==> src/rtl/merge2_4p_if.sv <==
// Channel bundle for merge2_4p: two 4-phase bundled-data inputs (L0, L1) and one output (R).
// slave = the merge block, master = the surrounding environment.
interface merge2_4p_if #(
    parameter int WIDTH = 8
);
    logic             L0_req;
    logic [WIDTH-1:0] L0_data;
    logic             L0_ack;
    logic             L1_req;
    logic [WIDTH-1:0] L1_data;
    logic             L1_ack;
    logic             R_req;
    logic [WIDTH-1:0] R_data;
    logic             R_src;
    logic             R_ack;

    modport slave (
        input  L0_req, L0_data, L1_req, L1_data, R_ack,
        output L0_ack, L1_ack, R_req, R_data, R_src
    );

    modport master (
        output L0_req, L0_data, L1_req, L1_data, R_ack,
        input  L0_ack, L1_ack, R_req, R_data, R_src
    );
endinterface

==> src/rtl/merge2_4p.sv <==
// Two-input round-robin merge for 4-phase bundled-data channels.
// Each token is forwarded once on R, tagged with its source port, and counted.
module merge2_4p #(
    parameter int WIDTH = 8,
    parameter int CNT_W = 16
) (
    input  logic             clk,
    input  logic             rst_n,
    merge2_4p_if.slave       ch,
    output logic [CNT_W-1:0] xfer_cnt
);
    localparam logic [1:0] IDLE     = 2'd0;
    localparam logic [1:0] WAIT_ACK = 2'd1;
    localparam logic [1:0] WAIT_RTZ = 2'd2;

    logic [1:0]       state_q, state_d;
    logic             ptr_q, ptr_d;
    logic             src_q, src_d;
    logic [WIDTH-1:0] data_q, data_d;
    logic             rreq_q, rreq_d;
    logic             ack0_q, ack0_d;
    logic             ack1_q, ack1_d;
    logic [CNT_W-1:0] cnt_q, cnt_d;

    logic sel;
    logic gnt_req;

    // Contention goes to the pointer; otherwise to whichever port is requesting.
    assign sel     = (ch.L0_req && ch.L1_req) ? ptr_q : ch.L1_req;
    assign gnt_req = src_q ? ch.L1_req : ch.L0_req;

    always_comb begin
        state_d = state_q;
        ptr_d   = ptr_q;
        src_d   = src_q;
        data_d  = data_q;
        rreq_d  = rreq_q;
        ack0_d  = ack0_q;
        ack1_d  = ack1_q;
        cnt_d   = cnt_q;
        case (state_q)
            IDLE: begin
                if (ch.L0_req || ch.L1_req) begin
                    src_d   = sel;
                    data_d  = sel ? ch.L1_data : ch.L0_data;
                    rreq_d  = 1'b1;
                    state_d = WAIT_ACK;
                end
            end
            WAIT_ACK: begin
                if (ch.R_ack) begin
                    rreq_d  = 1'b0;
                    ack0_d  = ~src_q;
                    ack1_d  = src_q;
                    state_d = WAIT_RTZ;
                end
            end
            WAIT_RTZ: begin
                // Both sides must have returned to zero in the same sample.
                if (!ch.R_ack && !gnt_req) begin
                    ack0_d  = 1'b0;
                    ack1_d  = 1'b0;
                    cnt_d   = cnt_q + {{(CNT_W-1){1'b0}}, 1'b1};
                    ptr_d   = ~src_q;
                    state_d = IDLE;
                end
            end
            default: state_d = IDLE;
        endcase
    end

    always_ff @(posedge clk or negedge rst_n) begin
        if (!rst_n) begin
            state_q <= IDLE;
            ptr_q   <= 1'b0;
            src_q   <= 1'b0;
            data_q  <= '0;
            rreq_q  <= 1'b0;
            ack0_q  <= 1'b0;
            ack1_q  <= 1'b0;
            cnt_q   <= '0;
        end else begin
            state_q <= state_d;
            ptr_q   <= ptr_d;
            src_q   <= src_d;
            data_q  <= data_d;
            rreq_q  <= rreq_d;
            ack0_q  <= ack0_d;
            ack1_q  <= ack1_d;
            cnt_q   <= cnt_d;
        end
    end

    assign ch.L0_ack = ack0_q;
    assign ch.L1_ack = ack1_q;
    assign ch.R_req  = rreq_q;
    assign ch.R_data = data_q;
    assign ch.R_src  = src_q;
    assign xfer_cnt  = cnt_q;
endmodule

==> src/flat_wrapper.sv <==
// flat-port wrapper written by rule: the top's interface ports become plain ports
module merge2_4p_flat 
#(
    parameter int WIDTH = 8,
    parameter int CNT_W = 16
)
  (clk, rst_n, xfer_cnt, ch_L0_req, ch_L0_data, ch_L1_req, ch_L1_data, ch_R_ack, ch_L0_ack, ch_L1_ack, ch_R_req, ch_R_data, ch_R_src);
  merge2_4p_if #(.WIDTH(WIDTH)) ch_i ();
  input  logic clk;
  input  logic rst_n;
  output logic [CNT_W-1:0] xfer_cnt;
  input wire logic [$bits(ch_i.L0_req)-1:0] ch_L0_req;
  input wire logic [$bits(ch_i.L0_data)-1:0] ch_L0_data;
  input wire logic [$bits(ch_i.L1_req)-1:0] ch_L1_req;
  input wire logic [$bits(ch_i.L1_data)-1:0] ch_L1_data;
  input wire logic [$bits(ch_i.R_ack)-1:0] ch_R_ack;
  output wire logic [$bits(ch_i.L0_ack)-1:0] ch_L0_ack;
  output wire logic [$bits(ch_i.L1_ack)-1:0] ch_L1_ack;
  output wire logic [$bits(ch_i.R_req)-1:0] ch_R_req;
  output wire logic [$bits(ch_i.R_data)-1:0] ch_R_data;
  output wire logic [$bits(ch_i.R_src)-1:0] ch_R_src;
  assign ch_i.L0_req = ch_L0_req;
  assign ch_i.L0_data = ch_L0_data;
  assign ch_i.L1_req = ch_L1_req;
  assign ch_i.L1_data = ch_L1_data;
  assign ch_i.R_ack = ch_R_ack;
  assign ch_L0_ack = ch_i.L0_ack;
  assign ch_L1_ack = ch_i.L1_ack;
  assign ch_R_req = ch_i.R_req;
  assign ch_R_data = ch_i.R_data;
  assign ch_R_src = ch_i.R_src;
  merge2_4p #(.WIDTH(WIDTH), .CNT_W(CNT_W)) u_core (.clk(clk), .rst_n(rst_n), .ch(ch_i), .xfer_cnt(xfer_cnt));
endmodule
==> config.mk <==
export PLATFORM = sky130hd
export DESIGN_NAME = merge2_4p_flat
export DESIGN_NICKNAME = d
export VERILOG_FILES = /design/src/rtl/merge2_4p_if.sv /design/src/rtl/merge2_4p.sv /design/src/flat_wrapper.sv
export SDC_FILE = /design/constraint.sdc
export NUM_CORES = 1
export LEC_CHECK = 0
export BUFFER_PORTS_ARGS = -buffer_cell sky130_fd_sc_hd__buf_2
export CORE_ASPECT_RATIO = 0.7
export CORE_MARGIN = 5
export CORE_UTILIZATION = 53
export DETAILED_ROUTE_END_ITERATION = 16
export PLACE_DENSITY = 0.84
export SLEW_MARGIN = 20
export SYNTH_ARGS = -nofsm -noshare
export SYNTH_HDL_FRONTEND = slang
export SYNTH_SLANG_ARGS = --single-unit
export TNS_END_PERCENT = 30
==> constraint.sdc <==
create_clock -name clk -period 3.7 [get_ports clk]
set_input_delay 0.185 -clock clk [delete_from_list [all_inputs] [get_ports clk]]
set_output_delay 0.185 -clock clk [all_outputs]
set_load 0.01 [all_outputs]
==> impl_metrics.ini, run 1 <==
[global_route]
grt_util_all_layers_pct = 18.1
antenna_found_initial = 0
grt_pass1_vias = 1176
grt_start_max_net_pins = 32
grt_overflow = 0
grt_pass1_wl_um = 5270

[worst_setup_path]
crit_path_cell_trace = mux2_4 -> nor4_4 -> nand4_1 -> xnor2_1
rrSetupSlack_ps = 1950
worstPathRequired_ps = 3860
r2r_cells = 4
start_kind = flip-flop
arrival_ps = 1920
max_stage_delay_ps = 460
crit_slowest_cell = dfrtp_1
crit_path_end_kind = flip-flop
crit_type = flip-flop to flip-flop
r2r-start = u_core.ch.R_src
cp_max_fo = 7
r2r-end = u_core.xfer_cnt[14]

[drt]
drt-met1-wl_um = 1400
avgRoutedWirePerCell_um = 15.0
vias = 1187
post-route-drc-count = 0
vias_per_cell = 5.40
wl_met3_um = 208
ant_nets = 0
routed.top_layer = met4
dr_wl_met2_um = 1650
dr.pass1.iters = 4
routed_wl_um = 3300
drt-initial-drc-count = 95

[synthesis]
netlist_top_cells_area = dfrtp_1, xnor2_1, mux2i_1
avgSynthCellArea_um2 = 11.0
synth_area_leader_cell = dfrtp_1
async_flop_share_pct = 100
synth_seq_cells = 31
synth_seq_area_share_pct = 53.4
ys_top_cells_by_count = dfrtp_1, nand2_1, o21ai_1
synth_area_mm2 = 0.00145
synth_top_area_share_pct = 53.4
syn_nets = 154
synth-main-ff-cell = dfrtp_1
yosys_warnings = 0
synth_edf_count = 0
yosysUniqueCellTypes = 32
syn_inst = 132
synth.most_common_cell = dfrtp_1

[placement]
io_buffers = 48
dp_hpwl_um = 2520
gp_congestion = 0.756

[timing]
timing.setup.tns_ps = 0
finalCritPeriodShare_pct = 47.4
hold_viol_final = 0
setup_viol = 0
grt_setup_unrepaired = no
clock.fmax_mhz = 570
drv_slew = 0
fin_skew_ps = 4.13
finalCriticalPeriod_ps = 1750
slew_headroom_pct = 52.2
worstMarginPinSlew_ps = 717

[power]
power_density_mw_per_mm2 = 665
seq_power_share_pct = 42.8
clkPwrFrac_pct = 27.8
power_frac_comb_pct = 29.4
switching_share_pct = 34.5
peakVddDrop_v = 0.000418
power_mw = 1.23
p_leak_nw = 0.940
power.switching_mw = 0.426
p_int_mw = 0.807

[layout]
nets = 207
multi_input_area_um2 = 659
ff_latch_area_um2 = 776
area_growth_pct = 27.7
drive_above_1_share_pct = 33.9
antennaDiodeCount = 0
fillers = 195

[clock_tree]
clock_path_buffers = 2
cts.clk_slew.worst_paths_ps = 70
clk-insertion-delay-late_ps = 280
h-tree-depth = 2
cts_tree = yes
hold_buffers = 1
cts_setup_buffers = 0
cts_resized = 0
root_buffer = clkbuf_8
cts.sink_count = 31
cts_buffers = 5

[die]
core_mm2 = 0.00253
start_util_pct = 57.3
rows = 15
die_w_um = 72.5
dieArea_mm2 = 0.00390
io_pins = 49
die_h_um = 53.8

[hold_path]
hp-start = ch_L1_data[3]
hp-class = input port to flip-flop
hold_path_depth = 3
hold_end = u_core.ch.R_data[3]

[flow_run]
max_cap_violations = 0

[status]
status = finished clean
-- routing by layer --
layer	vias up	GRT usage [%]
met5	-	0
met4	0	7.06
met3	7	5.60
met2	40	31.7
met1	569	21.1
li1	571	-
-- through the flow --
stage	util, %	hold WS (ps)	worst slack (ps)	area, µm²	instances
3_5_place_dp	68.0	259	1950	1720	211
3_3_place_gp	68.0	253	2040	1720	211
2_1_floorplan	-	-111	2070	1450	132
5_1_grt	73.1	200	1830	1850	220
6_report	73.1	174	1950	1850	220
4_1_cts	73.0	167	1940	1850	220
-- kinds of logic (layout without fill, tap and decap cells) --
family | Yosys count | in the layout | share of synthesized area (%)
simple gates | 48 | 48 | 19.6
flops | 31 | 31 | 53.4
compound gates | 22 | 22 | 8.36
xor+xnor | 15 | 15 | 9.05
mux | 10 | 10 | 7.33
buf+inv | 5 | 59 | 1.38
fa+ha+maj | 1 | 1 | 0.862
-- sequential cells by signal, indices dropped and copies added, names as in the netlist --
| name | count |
|---|---|
| u_core.xfer_cnt | 16 |
| u_core.ch.R_data | 8 |
| u_core.state_q | 2 |
| u_core.ch.L0_ack | 1 |
| u_core.ch.L1_ack | 1 |
| u_core.ch.R_req | 1 |
| u_core.ch.R_src | 1 |
| u_core.ptr_q | 1 |
-- cell type report --
| cell class | count | area share, % |
|---|---|---|
| multi-input combinational | 96 | 35.6 |
| sequential | 31 | 41.9 |
| clock buffer | 6 | 4.46 |
| tap | 34 | 2.30 |
| timing repair buffer | 49 | 13.5 |
| inverter | 2 | 0.405 |
| clock inverter | 2 | 1.89 |
-- power by group through the flow --
stage,clock [mW],sequential (mW),combinational (mW)
2_1_floorplan,0,0.552,0.193
3_3_place_gp,0,0.520,0.348
3_5_place_dp,0,0.532,0.364
4_1_cts,0.348,0.526,0.366
5_1_grt,0.364,0.541,0.406
6_report,0.343,0.528,0.363
-- how the worst max path moves through the flow --
| stage | startpoint | to |
|---|---|---|
| 2_1_floorplan | u_core.ch.R_src | u_core.xfer_cnt[14] |
| 3_3_place_gp | u_core.ch.R_src | u_core.xfer_cnt[14] |
| 3_5_place_dp | u_core.ch.R_src | u_core.xfer_cnt[14] |
| 4_1_cts | u_core.ch.R_src | u_core.xfer_cnt[14] |
| 5_1_grt | u_core.ch.R_src | u_core.xfer_cnt[14] |
| 6_report | u_core.ch.R_src | u_core.xfer_cnt[14] |
-- cells in the final DEF (no fill, tap or decap) --
cell type / count
a211oi_1: 2
a21oi_1: 3
and3_1: 3
and4_1: 3
buf_2: 48
bufinv_16: 1
clkbuf_8: 6
clkinv_2: 1
dfrtp_1: 31
dlygate4sd3_1: 1
ha_1: 1
inv_1: 1
inv_2: 1
mux2_1: 1
mux2_4: 1
mux2i_1: 8
nand2_1: 16
nand2b_1: 2
nand3_1: 7
nand3b_1: 2
nand4_1: 4
nand4b_1: 1
nor2_1: 2
nor2_4: 1
nor2b_1: 1
nor4_1: 1
nor4_4: 1
o21ai_1: 13
o21ai_2: 2
o22ai_1: 2
or2_1: 1
or3_1: 2
or3b_4: 1
xnor2_1: 13
xor2_1: 2
-- worst max-delay path, delay by kind of cell, from the launching register on --
kind / cells / cell delay, ps
xor gates and xnor gates: 1 / 170
and+or+nand+nor: 2 / 640
DFF: 1 / 460
muxes: 1 / 370
Note: power is estimated with default switching activity, not from simulation.
==> run 2, diff against run 1 <==
--- a/config.mk
+++ b/config.mk
@@ -5,12 +5,13 @@
 export SDC_FILE = /design/constraint.sdc
 export NUM_CORES = 1
 export LEC_CHECK = 0
+export ABC_AREA = 1
 export BUFFER_PORTS_ARGS = -buffer_cell sky130_fd_sc_hd__buf_2
 export CORE_ASPECT_RATIO = 0.7
 export CORE_MARGIN = 5
-export CORE_UTILIZATION = 53
+export CORE_UTILIZATION = 45
 export DETAILED_ROUTE_END_ITERATION = 16
-export PLACE_DENSITY = 0.84
+export PLACE_DENSITY = 0.75
 export SLEW_MARGIN = 20
 export SYNTH_ARGS = -nofsm -noshare
 export SYNTH_HDL_FRONTEND = slang
==> constraint.sdc (replaced) <==
create_clock -name clk -period 1.55 [get_ports clk]
set_input_delay 0.0775 -clock clk [delete_from_list [all_inputs] [get_ports clk]]
set_output_delay 0.0775 -clock clk [all_outputs]
set_load 0.01 [all_outputs]
==> run 2 against run 1 <==
  * Clock skew grew 2.4 ps
  * Maximum frequency grew 27%
  * Register-to-register slack lost 1800 ps
==> impl_metrics.ini, run 2 <==
[worst_setup_path]
r2r-start = u_core.ch.R_src
cp_max_fo = 10
arrival_ps = 1560
crit_type = flip-flop to flip-flop
worstPathRequired_ps = 1720
start_kind = flip-flop
critPathLaunch = u_core.ch.R_src
r2r_cells = 6
crit_path_end_kind = flip-flop

[synthesis]
async_flop_share_pct = 100
synth.most_common_cell = nand2_1
ys_top_cells_by_count = nand2_1, dfrtp_1, nor2_1
netlist_top_cells_area = dfrtp_1, nand2_1, o21ai_0
synth_seq_cells = 31
syn_nets = 207
syn_inst = 185
synth_area_mm2 = 0.00152
yosys_warnings = 0
synth_area_leader_cell = dfrtp_1
synth-main-ff-cell = dfrtp_1
synth_seq_area_share_pct = 51.1
synth_edf_count = 0
synth_top_area_share_pct = 51.1
avgSynthCellArea_um2 = 8.20
yosysUniqueCellTypes = 23

[power]
p_leak_nw = 1.02
switching_share_pct = 36.1
power.switching_mw = 1.04
seq_power_share_pct = 42.7
power_mw = 2.89
peakVddDrop_v = 0.000756
power_frac_comb_pct = 33.2
clkPwrFrac_pct = 24.1
p_int_mw = 1.85
power_density_mw_per_mm2 = 1500

[clock_tree]
clk-insertion-delay-late_ps = 280
cts.sink_count = 31
clock_path_buffers = 2
root_buffer = clkbuf_8
cts_buffers = 5
cts.clk_slew.worst_paths_ps = 70
cts_setup_buffers = 0
cts_tree = yes
h-tree-depth = 2

[flow_run]
max_cap_violations = 0

[timing]
holdWs_ps = 53.9
drv_slew = 0
worstMarginPinSlew_ps = 673
fin_skew_ps = 6.53
finalCritPeriodShare_pct = 89.4
clock.fmax_mhz = 722
finalCriticalPeriod_ps = 1390
setup_viol = 0
hold_viol_final = 0
timing.setup.tns_ps = 0
slew_headroom_pct = 55.2
grt_setup_unrepaired = no

[layout]
final_common_cell = nand2_1
fillers = 305
post-route-util_pct = 60.3
antennaDiodeCount = 0
postLayoutCellArea_mm2 = 0.00192
nets = 264
area_growth_pct = 26.7
final_cell_mix = nand2_1, buf_2, dfrtp_1, nor2_1, o21ai_0
drive_above_1_share_pct = 27.6
largest_register_ffs = 16

[global_route]
grt_overflow = 0
grt_pass1_vias = 1261
antenna_found_initial = 0
grt_util_all_layers_pct = 16.1
grt_pass1_wl_um = 5640
grt_start_max_net_pins = 32

[die]
dieArea_mm2 = 0.00465
rows = 17
io_pins = 49
start_util_pct = 47.6
die_w_um = 79.4
core_mm2 = 0.00319
die_h_um = 58.6

[drt]
ant_nets = 0
drt-initial-drc-count = 60
vias = 1339
post-route-drc-count = 0
vias_per_cell = 4.77
avgRoutedWirePerCell_um = 12.0
dr.pass1.iters = 4
routed_wl_um = 3360

[placement]
place_area_mm2 = 0.00181
io_buffers = 48
dp_hpwl_um = 2580
gp_congestion = 0.842

[hold_path]
hp-class = input port to flip-flop
hp-start = ch_L1_data[1]
hold_path_depth = 3

[status]
status = finished clean
run 2: cell types whose count changed in the layout (fill, tap and decap cells not counted), sizes merged, moves of 5 or more:
cell   delta
o21ai     +5
nand3     +6
xnor2     -9
nand2    +44
mux2i     -8
nor2     +19
inv      +15
run 2: cell type report:
| type | count | area (µm²) | share of cell area (%) |
|---|---|---|---|
| multi-input combinational | 134 | 658 | 34.2 |
| sequential | 31 | 777 | 40.4 |
| tap | 38 | 47.5 | 2.47 |
| timing repair buffer | 52 | 273 | 14.2 |
| inverter | 18 | 67.6 | 3.51 |
| clock buffer | 8 | 100 | 5.20 |
run 2: logic make-up (layout without fill, tap and decap cells):
logic type | Yosys count | in the layout | synth area share [%]
compound gates | 21 | 21 | 6.92
xor+xnor | 9 | 9 | 5.19
fa+ha+maj | 1 | 1 | 0.824
buf+inv | 20 | 78 | 5.52
flops | 31 | 31 | 51.1
simple gates | 103 | 103 | 30.4
run 2: power groups by stage:
stage / logic, mW / registers, mW / clock network [mW]
floorplan: 0.486 / 1.33 / 0
global placement: 0.962 / 1.23 / 0
detailed placement: 0.970 / 1.25 / 0
CTS: 0.976 / 1.23 / 0.714
global route: 1.10 / 1.28 / 0.769
finish: 0.959 / 1.23 / 0.697
run 2: routing by layer:
layer / track usage [%] / share of wire, % / vias up
met1: 21.4 / 49 / 605
met3: 5.81 / 4.8 / 2
li1: - / - / 705
met4: 5.15 / 0.80 / 0
met2: 24.6 / 45 / 27
met5: 0 / 0 / -
run 2: path summary, 6_finish.rpt:
| path | slack [ps] | endpoint |
|---|---|---|
| worst max-delay path | 160 | u_core.xfer_cnt[14] |
| worst min-delay path | 50 | u_core.ch.R_data[1] |
| worst max register to register | 160 | u_core.xfer_cnt[14] |
| worst min register to register | 480 | u_core.ch.R_data[2] |
| max in group asynchronous | 700 | u_core.xfer_cnt[0] |
| min in group asynchronous | 370 | u_core.state_q[1] |
run 2: worst max-delay path: stages (launching register included):
cell,delay [ps]
dfrtp_1,420
a21oi_1,260
nand3_4,210
nor2_4,210
nand2_1,70
nand2_1,60
nand2_1,40
run 2: stage by stage:
step | setup slack [ps] | instances
2_1_floorplan | 240 | 185
3_3_place_gp | 181 | 272
3_5_place_dp | 150 | 272
4_1_cts | 133 | 281
5_1_grt | 43.4 | 281
6_report | 164 | 281
run 2: repair_timing:
action,4_1_cts,5_1_grt
setup endpoints to repair,0,2
endpoints found under the hold margin,31,0
gates resized for setup,0,1
hold buffers,1,0
==> run 3, diff against run 2 <==
--- a/config.mk
+++ b/config.mk
@@ -7,7 +7,7 @@
 export LEC_CHECK = 0
 export ABC_AREA = 1
 export BUFFER_PORTS_ARGS = -buffer_cell sky130_fd_sc_hd__buf_2
-export CORE_ASPECT_RATIO = 0.7
+export CORE_ASPECT_RATIO = 1.5
 export CORE_MARGIN = 5
 export CORE_UTILIZATION = 45
 export DETAILED_ROUTE_END_ITERATION = 16
==> run 3 against run 2 <==
  * Global-route usage hardly changed
  * Non-clock buffer count grew 1
  * Via count grew 1.6%
  * Sequential cell count did not move
  * Clock skew fell by 3.4 ps
  * Critical path type unchanged
==> impl_metrics.ini, run 3 (synthesis results as in run 2) <==
[layout]
antennaDiodeCount = 0
drive_above_1_share_pct = 26.9
largest_register_ffs = 16
final_cell_mix = nand2_1, buf_2, dfrtp_1, nor2_1, o21ai_0
postLayoutCellArea_mm2 = 0.00190
final_common_cell = nand2_1
final_cells = 282
nets = 265
fillers = 315
area_growth_pct = 25.5

[drt]
vias = 1361
routed_wl_um = 3310
avgRoutedWirePerCell_um = 11.7
post-route-drc-count = 0
vias_per_cell = 4.83
dr.pass1.iters = 4
drt-initial-drc-count = 28
ant_nets = 0

[die]
start_util_pct = 47.6
io_pins = 49
die_w_um = 57.4
rows = 25
core_mm2 = 0.00319
dieArea_mm2 = 0.00466
die_h_um = 81.1

[timing]
fin_skew_ps = 3.10
worstMarginPinSlew_ps = 681
grt_setup_unrepaired = no
holdWs_ps = 64.5
finalCritPeriodShare_pct = 89.2
hold_viol_final = 0
drv_slew = 0
timing.setup.tns_ps = 0
slew_headroom_pct = 54.6
setup_viol = 0
finalCriticalPeriod_ps = 1380
clock.fmax_mhz = 723

[placement]
gp_congestion = 0.796
dp_hpwl_um = 2580
place_area_mm2 = 0.00182
place_inst = 275
io_buffers = 48

[worst_setup_path]
arrival_ps = 1550
cp_max_fo = 6
crit_path_end_kind = flip-flop
worstPathRequired_ps = 1720
start_kind = flip-flop
crit_type = flip-flop to flip-flop

[clock_tree]
cts.sink_count = 31
cts_buffers = 5
root_buffer = clkbuf_8
h-tree-depth = 2
clock_path_buffers = 2
cts.clk_slew.worst_paths_ps = 60
clk-insertion-delay-late_ps = 270
cts_tree = yes

[global_route]
grt_pass1_vias = 1418
grt_start_max_net_pins = 32
antenna_found_initial = 0
grt_util_all_layers_pct = 16.1
grt_overflow = 0
grt_pass1_wl_um = 5870

[power]
p_leak_nw = 1.01
power_density_mw_per_mm2 = 1450
peakVddDrop_v = 0.000911

[hold_path]
hp-class = input port to flip-flop

[status]
status = finished clean

[flow_run]
max_cap_violations = 0
## run 3: changes by cell type in the layout (fill, tap and decap cells not counted), sizes merged
cell    change
buf         +1
clkbuf      -2
## run 3: repair_timing
action                                 in CTS  in global routing
buffers inserted                            0                  0
gates resized for setup                     0                  0
hold buffers                                1                  0
endpoints found under the hold margin      31                  0
## run 3: worst paths after layout
check                                   start             endpoint  slack (ps)  cells after the start
max                        u_core.xfer_cnt[0]  u_core.xfer_cnt[12]         170                      8
min                             ch_L1_data[1]  u_core.ch.R_data[1]          60                      3
max reg2reg                u_core.xfer_cnt[0]  u_core.xfer_cnt[12]         170                      8
min reg2reg                   u_core.ch.R_req      u_core.ch.R_req         480                      2
max in group asynchronous               rst_n  u_core.ch.R_data[0]         730                      2
min in group asynchronous               rst_n   u_core.xfer_cnt[1]         380                      2
## run 3: worst max-delay path, stage by stage (launching register included)
cell	delay, ps
dfrtp_1	440
ha_1	200
nand3_1	100
inv_1	90
nand3b_1	120
nor2_4	160
nand2_1	70
nand2_1	60
nand2_1	40
## run 3: stage by stage
stage | util [%] | setup slack, ps | power (mW)
detailed placement | 57.1 | 165 | 2.23
global route | 59.7 | 48.4 | 3.01
global placement | 57.1 | 229 | 2.20
finish | 59.7 | 167 | 2.76
CTS | 59.7 | 152 | 2.82
floorplan | - | 240 | 1.81
## run 3: power by group
| part | leakage [nW] | total, mW | switching (mW) | internal, mW |
|---|---|---|---|---|
| clock | 0.0371 | 0.563 | 0.264 | 0.298 |
| sequential | 0.387 | 1.23 | 0.178 | 1.06 |
| combinational | 0.589 | 0.963 | 0.576 | 0.387 |
## run 3: per-layer routing
| layer | share of wire, % | track usage [%] | routed length [µm] |
|---|---|---|---|
| met1 | 38 | 17.0 | 1250 |
| met2 | 51 | 29.6 | 1700 |
| met3 | 8.8 | 4.61 | 292 |
| met4 | 1.9 | 6.26 | 63 |
| met5 | 0 | 0 | 0 |
## run 3: layout make-up
cell class,instances,area [µm²],share of cell area [%]
Clock buffer,6,72.6,3.81
Multi-Input combinational cell,134,658,34.6
Inverter,18,67.6,3.55
Timing Repair Buffer,53,280,14.7
Sequential cell,31,776,40.7
Tap cell,40,50.0,2.63
